### src/rtl/cpu_6502_g1_addr_seq_if.sv
`default_nettype none
// ============================================================================
//  Module      : cpu_6502_g1_addr_seq_if
//  Description : Start/result handshake and shared memory read port of the
//                group-one addressing-mode sequencer.
//  Revision    : 1.0 - initial release
// ============================================================================
interface cpu_6502_g1_addr_seq_if #(
    parameter int ADDR_W = 16,
    parameter int DATA_W = 8
);
    logic              start;
    logic              start_ready;
    logic [7:0]        opcode;
    logic [ADDR_W-1:0] pc;
    logic [DATA_W-1:0] x_reg;
    logic [DATA_W-1:0] y_reg;
    logic              mem_rd;
    logic [ADDR_W-1:0] mem_addr;
    logic              mem_ready;
    logic [DATA_W-1:0] mem_rdata;
    logic              done;
    logic [ADDR_W-1:0] eff_addr;
    logic [DATA_W-1:0] operand;
    logic [1:0]        op_len;
    logic              illegal;

    // Core side: issues instructions, serves the memory port, consumes results.
    modport master (
        output start, opcode, pc, x_reg, y_reg, mem_ready, mem_rdata,
        input  start_ready, mem_rd, mem_addr, done, eff_addr, operand, op_len, illegal
    );

    // Sequencer side.
    modport slave (
        input  start, opcode, pc, x_reg, y_reg, mem_ready, mem_rdata,
        output start_ready, mem_rd, mem_addr, done, eff_addr, operand, op_len, illegal
    );
endinterface
`default_nettype wire

### src/rtl/cpu_6502_g1_addr_seq.sv
`default_nettype none
// ============================================================================
//  Module      : cpu_6502_g1_addr_seq
//  Description : 6502 group-one (cc=01) addressing-mode sequencer: fetches
//                operand, pointer and data bytes, returns EA/data/length.
//  Revision    : 1.0 - initial release
// ============================================================================
module cpu_6502_g1_addr_seq #(
    parameter int ADDR_W = 16,
    parameter int DATA_W = 8
) (
    input  wire logic                    clk,
    input  wire logic                    rst,
    cpu_6502_g1_addr_seq_if.slave        bus
);
    localparam logic [2:0] c_st_idle = 3'd0;
    localparam logic [2:0] c_st_opl  = 3'd1;
    localparam logic [2:0] c_st_oph  = 3'd2;
    localparam logic [2:0] c_st_ptl  = 3'd3;
    localparam logic [2:0] c_st_pth  = 3'd4;
    localparam logic [2:0] c_st_dat  = 3'd5;
    localparam logic [2:0] c_st_done = 3'd6;

    localparam logic [2:0] c_mode_izx = 3'b000;
    localparam logic [2:0] c_mode_zp  = 3'b001;
    localparam logic [2:0] c_mode_imm = 3'b010;
    localparam logic [2:0] c_mode_izy = 3'b100;
    localparam logic [2:0] c_mode_zpx = 3'b101;
    localparam logic [2:0] c_mode_aby = 3'b110;
    localparam logic [2:0] c_mode_abx = 3'b111;

    localparam logic [ADDR_W-1:0] c_addr_one = 1;
    localparam logic [DATA_W-1:0] c_byte_one = 1;
    localparam logic [ADDR_W-DATA_W-1:0] c_zero_hi = '0;

    logic [2:0]        r_state;
    logic              r_cap;        // 0: request phase, 1: capture phase
    logic [2:0]        r_mode;
    logic              r_sta;
    logic [DATA_W-1:0] r_x;
    logic [DATA_W-1:0] r_y;
    logic [ADDR_W-1:0] r_pc;
    logic [DATA_W-1:0] r_lo;
    logic [DATA_W-1:0] r_ptr;
    logic [ADDR_W-1:0] r_ea;
    logic              r_mem_rd;
    logic [ADDR_W-1:0] r_mem_addr;
    logic              r_start_ready;
    logic              r_done;
    logic [ADDR_W-1:0] r_eff_addr;
    logic [DATA_W-1:0] r_operand;
    logic [1:0]        r_op_len;
    logic              r_illegal;

    logic [DATA_W-1:0] w_byte;
    logic [DATA_W-1:0] w_zp_idx;
    logic [DATA_W-1:0] w_ptr_inc;
    logic [ADDR_W-1:0] w_base;
    logic [2:0]        w_nxt_state;
    logic [ADDR_W-1:0] w_nxt_addr;
    logic [ADDR_W-1:0] w_ea;
    logic [DATA_W-1:0] w_ptr;
    logic [DATA_W-1:0] w_lo;
    logic [DATA_W-1:0] w_operand;
    logic [1:0]        w_op_len;
    logic              w_illegal;

    assign w_byte    = bus.mem_rdata;
    assign w_zp_idx  = w_byte + r_x;
    assign w_ptr_inc = r_ptr + c_byte_one;
    assign w_base    = {w_byte, r_lo};
    assign w_illegal = (bus.opcode[1:0] != 2'b01) || (bus.opcode == 8'h89);
    assign w_op_len  = (r_mode == 3'b011 || r_mode == c_mode_aby || r_mode == c_mode_abx) ? 2'd2 : 2'd1;
    assign w_operand = (r_state == c_st_dat || (r_state == c_st_opl && r_mode == c_mode_imm)) ? w_byte : '0;

    // Capture-phase decisions: next state, next read address and the working EA.
    always_comb begin
        w_nxt_state = c_st_dat;
        w_nxt_addr  = r_mem_addr;
        w_ea        = r_ea;
        w_ptr       = r_ptr;
        w_lo        = r_lo;
        case (r_state)
            c_st_opl: begin
                case (r_mode)
                    c_mode_imm: begin
                        w_ea        = r_pc;
                        w_nxt_state = c_st_done;
                    end
                    c_mode_zp:  w_ea = {c_zero_hi, w_byte};
                    c_mode_zpx: w_ea = {c_zero_hi, w_zp_idx};
                    c_mode_izx: begin
                        w_ptr       = w_zp_idx;
                        w_nxt_state = c_st_ptl;
                        w_nxt_addr  = {c_zero_hi, w_zp_idx};
                    end
                    c_mode_izy: begin
                        w_ptr       = w_byte;
                        w_nxt_state = c_st_ptl;
                        w_nxt_addr  = {c_zero_hi, w_byte};
                    end
                    default: begin
                        w_lo        = w_byte;
                        w_nxt_state = c_st_oph;
                        w_nxt_addr  = r_pc + c_addr_one;
                    end
                endcase
            end
            c_st_oph: begin
                case (r_mode)
                    c_mode_aby: w_ea = w_base + {c_zero_hi, r_y};
                    c_mode_abx: w_ea = w_base + {c_zero_hi, r_x};
                    default:    w_ea = w_base;
                endcase
            end
            c_st_ptl: begin
                w_lo        = w_byte;
                w_nxt_state = c_st_pth;
                w_nxt_addr  = {c_zero_hi, w_ptr_inc};
            end
            c_st_pth: w_ea = (r_mode == c_mode_izy) ? w_base + {c_zero_hi, r_y} : w_base;
            default:  w_nxt_state = c_st_done;
        endcase
        // Stores have their address once the EA is known; they never read data.
        if (w_nxt_state == c_st_dat) begin
            if (r_sta) begin
                w_nxt_state = c_st_done;
            end else begin
                w_nxt_addr = w_ea;
            end
        end
    end

    always_ff @(posedge clk) begin
        if (rst) begin
            r_state       <= c_st_idle;
            r_cap         <= 1'b0;
            r_mode        <= '0;
            r_sta         <= 1'b0;
            r_x           <= '0;
            r_y           <= '0;
            r_pc          <= '0;
            r_lo          <= '0;
            r_ptr         <= '0;
            r_ea          <= '0;
            r_mem_rd      <= 1'b0;
            r_mem_addr    <= '0;
            r_start_ready <= 1'b1;
            r_done        <= 1'b0;
            r_eff_addr    <= '0;
            r_operand     <= '0;
            r_op_len      <= '0;
            r_illegal     <= 1'b0;
        end else begin
            case (r_state)
                c_st_idle: begin
                    r_done <= 1'b0;
                    if (bus.start) begin
                        r_start_ready <= 1'b0;
                        r_mode        <= bus.opcode[4:2];
                        r_sta         <= (bus.opcode[7:5] == 3'b100);
                        r_x           <= bus.x_reg;
                        r_y           <= bus.y_reg;
                        r_pc          <= bus.pc;
                        r_cap         <= 1'b0;
                        if (w_illegal) begin
                            r_state    <= c_st_done;
                            r_done     <= 1'b1;
                            r_illegal  <= 1'b1;
                            r_op_len   <= 2'd0;
                            r_eff_addr <= '0;
                            r_operand  <= '0;
                        end else begin
                            r_state    <= c_st_opl;
                            r_mem_rd   <= 1'b1;
                            r_mem_addr <= bus.pc;
                        end
                    end
                end
                c_st_done: begin
                    r_done        <= 1'b0;
                    r_state       <= c_st_idle;
                    r_start_ready <= 1'b1;
                end
                default: begin
                    if (!r_cap) begin
                        if (bus.mem_ready) begin
                            r_mem_rd <= 1'b0;
                            r_cap    <= 1'b1;
                        end
                    end else begin
                        r_cap      <= 1'b0;
                        r_state    <= w_nxt_state;
                        r_mem_addr <= w_nxt_addr;
                        r_ea       <= w_ea;
                        r_ptr      <= w_ptr;
                        r_lo       <= w_lo;
                        if (w_nxt_state == c_st_done) begin
                            r_done     <= 1'b1;
                            r_eff_addr <= w_ea;
                            r_operand  <= w_operand;
                            r_op_len   <= w_op_len;
                            r_illegal  <= 1'b0;
                        end else begin
                            r_mem_rd <= 1'b1;
                        end
                    end
                end
            endcase
        end
    end

    assign bus.start_ready = r_start_ready;
    assign bus.mem_rd      = r_mem_rd;
    assign bus.mem_addr    = r_mem_addr;
    assign bus.done        = r_done;
    assign bus.eff_addr    = r_eff_addr;
    assign bus.operand     = r_operand;
    assign bus.op_len      = r_op_len;
    assign bus.illegal     = r_illegal;
endmodule
`default_nettype wire

### src/flat_wrapper.sv
// flat-port wrapper written by rule: the top's interface ports become plain ports
module cpu_6502_g1_addr_seq_flat 
#(
    parameter int ADDR_W = 16,
    parameter int DATA_W = 8
)
  (clk, rst, bus_start, bus_opcode, bus_pc, bus_x_reg, bus_y_reg, bus_mem_ready, bus_mem_rdata, bus_start_ready, bus_mem_rd, bus_mem_addr, bus_done, bus_eff_addr, bus_operand, bus_op_len, bus_illegal);
  cpu_6502_g1_addr_seq_if #(.ADDR_W(ADDR_W), .DATA_W(DATA_W)) bus_i ();
  input  wire logic clk;
  input  wire logic rst;
  input wire logic [$bits(bus_i.start)-1:0] bus_start;
  input wire logic [$bits(bus_i.opcode)-1:0] bus_opcode;
  input wire logic [$bits(bus_i.pc)-1:0] bus_pc;
  input wire logic [$bits(bus_i.x_reg)-1:0] bus_x_reg;
  input wire logic [$bits(bus_i.y_reg)-1:0] bus_y_reg;
  input wire logic [$bits(bus_i.mem_ready)-1:0] bus_mem_ready;
  input wire logic [$bits(bus_i.mem_rdata)-1:0] bus_mem_rdata;
  output wire logic [$bits(bus_i.start_ready)-1:0] bus_start_ready;
  output wire logic [$bits(bus_i.mem_rd)-1:0] bus_mem_rd;
  output wire logic [$bits(bus_i.mem_addr)-1:0] bus_mem_addr;
  output wire logic [$bits(bus_i.done)-1:0] bus_done;
  output wire logic [$bits(bus_i.eff_addr)-1:0] bus_eff_addr;
  output wire logic [$bits(bus_i.operand)-1:0] bus_operand;
  output wire logic [$bits(bus_i.op_len)-1:0] bus_op_len;
  output wire logic [$bits(bus_i.illegal)-1:0] bus_illegal;
  assign bus_i.start = bus_start;
  assign bus_i.opcode = bus_opcode;
  assign bus_i.pc = bus_pc;
  assign bus_i.x_reg = bus_x_reg;
  assign bus_i.y_reg = bus_y_reg;
  assign bus_i.mem_ready = bus_mem_ready;
  assign bus_i.mem_rdata = bus_mem_rdata;
  assign bus_start_ready = bus_i.start_ready;
  assign bus_mem_rd = bus_i.mem_rd;
  assign bus_mem_addr = bus_i.mem_addr;
  assign bus_done = bus_i.done;
  assign bus_eff_addr = bus_i.eff_addr;
  assign bus_operand = bus_i.operand;
  assign bus_op_len = bus_i.op_len;
  assign bus_illegal = bus_i.illegal;
  cpu_6502_g1_addr_seq #(.ADDR_W(ADDR_W), .DATA_W(DATA_W)) u_core (.clk(clk), .rst(rst), .bus(bus_i));
endmodule
### config.mk
export PLATFORM = sky130hd
export DESIGN_NAME = cpu_6502_g1_addr_seq_flat
export DESIGN_NICKNAME = d
export VERILOG_FILES = /design/src/rtl/cpu_6502_g1_addr_seq_if.sv /design/src/rtl/cpu_6502_g1_addr_seq.sv /design/src/flat_wrapper.sv
export SDC_FILE = /design/constraint.sdc
export NUM_CORES = 1
export LEC_CHECK = 0
export BUFFER_PORTS_ARGS = -buffer_cell sky130_fd_sc_hd__buf_2
export CORE_MARGIN = 5
export CORE_UTILIZATION = 42
export CTS_BUF_LIST = sky130_fd_sc_hd__clkbuf_8 sky130_fd_sc_hd__clkbuf_16
export CTS_CLUSTER_SIZE = 8
export DETAILED_ROUTE_END_ITERATION = 10
export SKIP_CTS_REPAIR_TIMING = 1
export SKIP_LAST_GASP = 1
export SYNTH_ARGS = -nofsm -noshare
export SYNTH_HDL_FRONTEND = slang
export SYNTH_SLANG_ARGS = --single-unit
### constraint.sdc
create_clock -name clk -period 5.45 [get_ports clk]
set_clock_uncertainty 0.05 [all_clocks]
set_input_delay 1.09 -clock clk [delete_from_list [all_inputs] [get_ports clk]]
set_output_delay 1.09 -clock clk [all_outputs]
set_load 0.03 [all_outputs]
=== Word level (Yosys, flattened, before mapping) ===
Index checks and enable logic that the tools add are counted.

* Bits in registers: 118
* Input bits: 52
* Output and inout bits: 46
* Word-level logic and storage cells: 141

* Add/sub/neg operators: 5
* Equality and inequality tests: 23
* Muxes and demuxes: 61
* Bitwise gates (word level): 2
* Reduce and logical (&&, ||, !) cells: 32

{| class="wikitable"
|+ Operators with widths
! kind !! count
|-
| $mux 16 || 10
|-
| $pmux 16 s3 || 3
|-
| $pmux 16 s2 || 4
|-
| $mux 8 || 6
|-
| $pmux 8 s2 || 3
|-
| $add 16x8->16 || 2
|-
| $eq 3x3->1 const B || 10
|-
| $pmux 3 s3 || 2
|-
| $add 16x1->16 const B || 1
|-
| $mux 1 || 16
|-
| $mux 3 || 5
|-
| $eq 3x2->1 const B || 4
|-
| $reduce_and 2->1 || 6
|-
| $reduce_and 4->1 || 3
|-
| $mux 2 || 5
|-
| $pmux 1 s2 || 5
|-
| $reduce_and 5->1 || 2
|-
| $reduce_bool 2->1 || 5
|-
| $reduce_bool 3->1 || 3
|-
| $add 8x1->8 const B || 1
|-
| $add 8x8->8 || 1
|-
| $eq 8x8->1 const B || 1
|-
| $reduce_or 2->1 || 4
|-
| $eq 3x1->1 const B || 2
|-
| other kinds (11) || 19
|}

=== Depth between registers and ports, before layout ===
* Depth in word-level cells: 10
* Depth in mapped cells: 11

=== Least setup slack after synthesis ===
OpenSTA, ideal clock, no wires.

* Kind: input -> register
* From: input bus_mem_rdata[1]
* To: register u_core.r_eff_addr[6] (netlist: u_core.bus.eff_addr[6])
* Data arrival time: 3,528 ps
* Setup slack: 1,755 ps
* Stages: 10
* Path buffers: 1
* Cell sequence: clkbuf_1 -> inv_1 -> fa_1 -> nor2b_1 -> o21ai_1 -> a21o_1 -> a211oi_1 -> a31oi_1 -> or4b_1 -> a22o_1

* Longest elaborated chain between the ends: 6

{| class="wikitable"
|+ Ends and longest elaborated chain
! item !! line !! RTL
|-
| start: declaration || flat_wrapper.sv:17 || <nowiki>input wire logic [$bits(bus_i.mem_rdata)-1:0] bus_mem_rdata;</nowiki>
|-
| $add 8x8->8 || cpu_6502_g1_addr_seq.sv:69 || <nowiki>assign w_zp_idx = w_byte + r_x;</nowiki>
|-
| $pmux 16 s3 || cpu_6502_g1_addr_seq.sv:85 || <nowiki>case (r_mode)</nowiki>
|-
| $pmux 16 s3 || cpu_6502_g1_addr_seq.sv:83 || <nowiki>case (r_state)</nowiki>
|-
| $mux 16 || cpu_6502_g1_addr_seq.sv:198 || <nowiki>if (w_nxt_state == c_st_done) begin</nowiki>
|-
| $mux 16 || cpu_6502_g1_addr_seq.sv:186 || <nowiki>if (!r_cap) begin</nowiki>
|-
| $pmux 16 s2 || cpu_6502_g1_addr_seq.sv:155 || <nowiki>case (r_state)</nowiki>
|-
| end signal: assignment || cpu_6502_g1_addr_seq.sv:200 || <nowiki>r_eff_addr <= w_ea;</nowiki>
|-
| end: declaration || cpu_6502_g1_addr_seq.sv:50 || <nowiki>logic [ADDR_W-1:0] r_eff_addr;</nowiki>
|}

No other way between the ends. The select of a mux whose other input is x is not followed.
A chain may end at the register's enable or synchronous reset.

=== Final worst setup path ===
* From: input bus_mem_rdata[0]
* To: register u_core.r_eff_addr[6] (netlist: u_core.bus.eff_addr[6])

Same word-level chain as after synthesis.

==> results.md <==
- TritonCTS built the clock tree.
- The total area inside the core boundary comes to slightly below 20,000 µm².
- In this run the register-to-register setup slack is slightly below 2 ns.
- For this block, the routed nets add up to roughly 31,000 µm of wire.
- Power spread over the standard cell area amounts to around 510 nW/µm².
- Yosys mapped a number of flops with a built-in enable equal to 0.
- In this run the tightest slew margin relative to its limit is 20.8%.
- The post-route netlist has roughly 15% of its cells at a drive strength greater than 1.
- The global router's overall resource usage is 27.9%.
- The run finished with clean final reports.
- The count of vias placed by the detailed router is between 8,000 and 9,000.
- The last element of the critical path is u_core.bus.eff_addr[6]$_SDFFE_PP0P_.
- Once detailed placement completed, the half-perimeter wirelength came to 22,600 µm.
- The first global-routing pass estimated 48,100 µm of wire.
- The number of nets in the synthesized netlist is approximately 1,200.
- Sequential elements use between 20 and 30% of the synthesized area.
- The category of the worst setup path launch point is an input port.
- Measured in cells, the most critical reg-to-reg path has a length of 8.
- The worst-case IR drop observed on VDD is between 0.2 and 0.25 mV.
- The number of antenna violations at the first check in global routing was 0.
- The number of antenna diodes in the final layout is 0.
- The area growth from synthesis to final layout is 15.0%.
- The CTS buffer count is 17.
- During synthesis, Yosys emitted a total of 0 warnings.
- The post-layout net count is 1,224.
- The residual DRC count is 0.
- Buffers placed on the I/O ports in this run total 97.
- The tightest min-delay check is of the flip-flop to flip-flop type.
- In this run the critical register-to-register path is captured at u_core.bus.eff_addr[7]$_SDFFE_PP0P_.
- In this run, distinct cell masters in the synthesized netlist total 89.
- The per-instance average area after synthesis is about 7.5 µm².
- The overall die area is roughly 22,000 µm².
- The worst setup path is of the input port to flip-flop kind.
- By area the synthesized netlist is led by dfxtp_1 29%, a21oi_1 6.9%, nand2_1 6.8%.
- The initial utilization of the core area, before any placement, comes to between 40 and 50%.
- CTS placed an instance of clkbuf_16 at the clock tree root.
- The clock latency on the worst-skew pair is 0.42 ns.
- The data arrival time of the critical path is 3.93 ns.
- Setup repair after global routing left no endpoint under its margin.
- The top-level I/O count is a little under 100.
- The sum of negative setup slack is 0 ns.
- Of the post-synthesis cell area, the dominant cell type holds between 20 and 30%.
- At the end of routability-driven placement, the weighted congestion stood at 0.960.
- The startpoint of the lowest-slack register-to-register path is u_core.r_mode[1]$_SDFFE_PP0P_.
- The count of nets left with antenna violations once routing finished came out at 0.
- The most critical setup path has its startpoint at bus_mem_rdata[0].
- For this design, the sink count on the clock tree is between 100 and 150.
- Derived from the worst setup path, the maximum achievable clock frequency is 273 MHz.
- After synthesis the netlist holds a flip-flop and latch count of 118.
- The H-tree generated during clock tree synthesis spans 4 levels.
- The final count of hold timing violations is 0.
- In this run the cell area of the synthesized design comes to ~8200 µm².
- The number of standard cells after synthesis is approximately 1,100.
- The layout has between 1,500 and 2,000 filler cells.
- The via density per instance is 6.15.
- The kind of end point of the critical path is a flip-flop.
- After global routing the overflow that remains totals 0.
- Across the run, the number of max-cap violations was 0.
- The clock transition time at the flip-flop clock pins of the worst setup and hold paths is 0.06 ns.
- The required time reported for the critical path endpoint is ~5.7 ns.
- The most frequently used flop master after synthesis is dfxtp_1.
- At the pin with the least slew margin, the transition time is around 1.2 ns.
- Row generation in the floorplan step produced 51 rows.
- The smallest clock period supported by the final layout is computed as roughly 3.7 ns.
- The share of the clock period used by the worst path after layout is 67.2%.
- Once layout is complete, the utilization of the core stands at roughly half.
- Measured along the x axis, the die boundary spans between 100 and 150 µm.
- The fraction of registers with async set/reset is 0%.
- The clock passes through at most 2 buffers.
- The setup violation total in the final timing report is 0.
- The largest total area in the synthesized netlist belongs to dfxtp_1.
- The largest fanout of any net on the critical path is 13.
- The per-cell routed wire length is between 20 and 25 µm.
- For this design the static power due to leakage is approximately 0.0036 µW.
- Entering global routing, the biggest net connects 52 pins.
- From bottom edge to top edge, the die measures 150 µm.
- The number of optimization iterations in the first detailed-route pass is 6.
- The via count of the first global-routing pass is 8,085.
- The final number of max-transition violations is 0.
- The starting DRC count in detailed routing is between 1,000 and 1,500.
[metal layers]
metal	vias to the layer above	routed length, µm	share of wire [%]	global-route usage (%)
met5	-	0	0	0
met4	0	1120	3.6	10.8
met3	71	2790	8.9	5.69
met2	480	13900	44	43.3
met1	4101	13600	43	38.0
li1	4095	-	-	-
[cell usage after synthesis, types with 5 or more instances]
master	n
o21a_1	6
o21ai_0	74
dfxtp_1	118
nor3_1	20
and2_1	5
a221oi_1	8
buf_1	5
a211oi_1	17
o22ai_1	10
nor2b_1	16
o2bb2ai_1	6
or3_1	7
xnor2_1	23
nand3_1	35
a22o_1	8
o221ai_1	13
a31oi_1	12
nor2_1	103
a21o_1	6
ha_1	25
a21oi_1	112
nand2_1	149
a2111oi_0	5
buf_2	17
nand4_1	6
o211ai_1	17
mux2i_1	20
nor4_1	5
and3_1	14
clkbuf_1	53
inv_1	28
a311oi_1	5
nand2b_1	8
a22oi_1	19
xor2_1	17
[critical path: stages]
cell and delay, ns:
buf_2 0.28, ha_1 0.23, inv_1 0.06, fa_1 0.42, nor2b_1 0.12, o21ai_1 0.10
a21o_1 0.24, a211oi_1 0.39, a31oi_1 0.19, or4b_1 0.58, a22o_1 0.22
[cell usage in the layout, fill, tap and decap left out, drive strengths merged, types with 23 or more instances in the layout]
cell type / count
nor2: 107
inv: 30
nand2: 153
dfxtp: 118
ha: 25
nand3: 35
buf: 113
a21oi: 112
o21ai: 78
xnor2: 23
[registers in the layout (all words and copies together), names as in the netlist, 2 cells and up]
| register | flops |
|---|---|
| u_core.r_ea | 16 |
| u_core.r_ptr | 8 |
| u_core.bus.operand | 8 |
| u_core.bus.op_len | 2 |
| u_core.r_pc | 16 |
| u_core.r_x | 8 |
| u_core.bus.mem_addr | 16 |
| u_core.bus.eff_addr | 16 |
| u_core.r_lo | 8 |
| u_core.r_mode | 3 |
| u_core.r_state | 3 |
| u_core.r_y | 8 |
[through the flow]
stage / hold WS [ns] / power [µW] / std cells / worst slack [ns] / instance area (µm²)
after floorplan: 0.390 / 2810 / 1092 / 1.76 / 8170
after global placement: 0.383 / 3520 / 1390 / 1.50 / 8770
after detailed placement: 0.392 / 3530 / 1390 / 1.44 / 8770
after CTS: 0.406 / 4740 / 1422 / 1.88 / 9400
after global routing: 0.427 / 5050 / 1422 / 1.69 / 9400
final: 0.404 / 4790 / 1422 / 1.79 / 9400
[cells by family after synthesis]
group,count (synthesis),share of synthesized area [%]
buffers and inverters,108,5.59
AO/OA/AOI/OAI,372,30.0
flip-flops,118,28.9
adder cells (fa/ha/maj),28,4.56
AND/OR/NAND/NOR,402,23.6
XOR/XNOR,40,4.29
multiplexers,24,3.00
[cell type report]
type	count	area, µm²	area share [%]
Multi-Input combinational cell	866	5360	57.1
Sequential cell	118	2360	25.1
Timing Repair Buffer	113	608	6.47
Clock buffer	21	480	5.11
Tap cell	265	332	3.53
Clock inverter	11	148	1.57
Inverter	28	105	1.12
[report_power, final]
| group | switching, µW | internal [µW] | total, µW |
|---|---|---|---|
| Clock | 441 | 768 | 1210 |
| Sequential | 200 | 1020 | 1220 |
| Combinational | 1640 | 723 | 2360 |
| Total | 2280 | 2510 | 4790 |
[worst min path at each step]
stage | start | end | slack (ns) | depth (start not counted)
floorplan | u_core.r_y[0]$_SDFFE_PP0P_ | u_core.r_y[0]$_SDFFE_PP0P_ | 0.39 | 2
global placement | u_core.bus.eff_addr[14]$_SDFFE_PP0P_ | u_core.bus.eff_addr[14]$_SDFFE_PP0P_ | 0.38 | 1
detailed placement | u_core.bus.eff_addr[14]$_SDFFE_PP0P_ | u_core.bus.eff_addr[14]$_SDFFE_PP0P_ | 0.39 | 1
CTS | u_core.bus.eff_addr[14]$_SDFFE_PP0P_ | u_core.bus.eff_addr[14]$_SDFFE_PP0P_ | 0.41 | 1
global route | u_core.bus.eff_addr[14]$_SDFFE_PP0P_ | u_core.bus.eff_addr[14]$_SDFFE_PP0P_ | 0.43 | 1
finish | u_core.bus.eff_addr[14]$_SDFFE_PP0P_ | u_core.bus.eff_addr[14]$_SDFFE_PP0P_ | 0.40 | 1
Power figures use the tool's default switching activity.
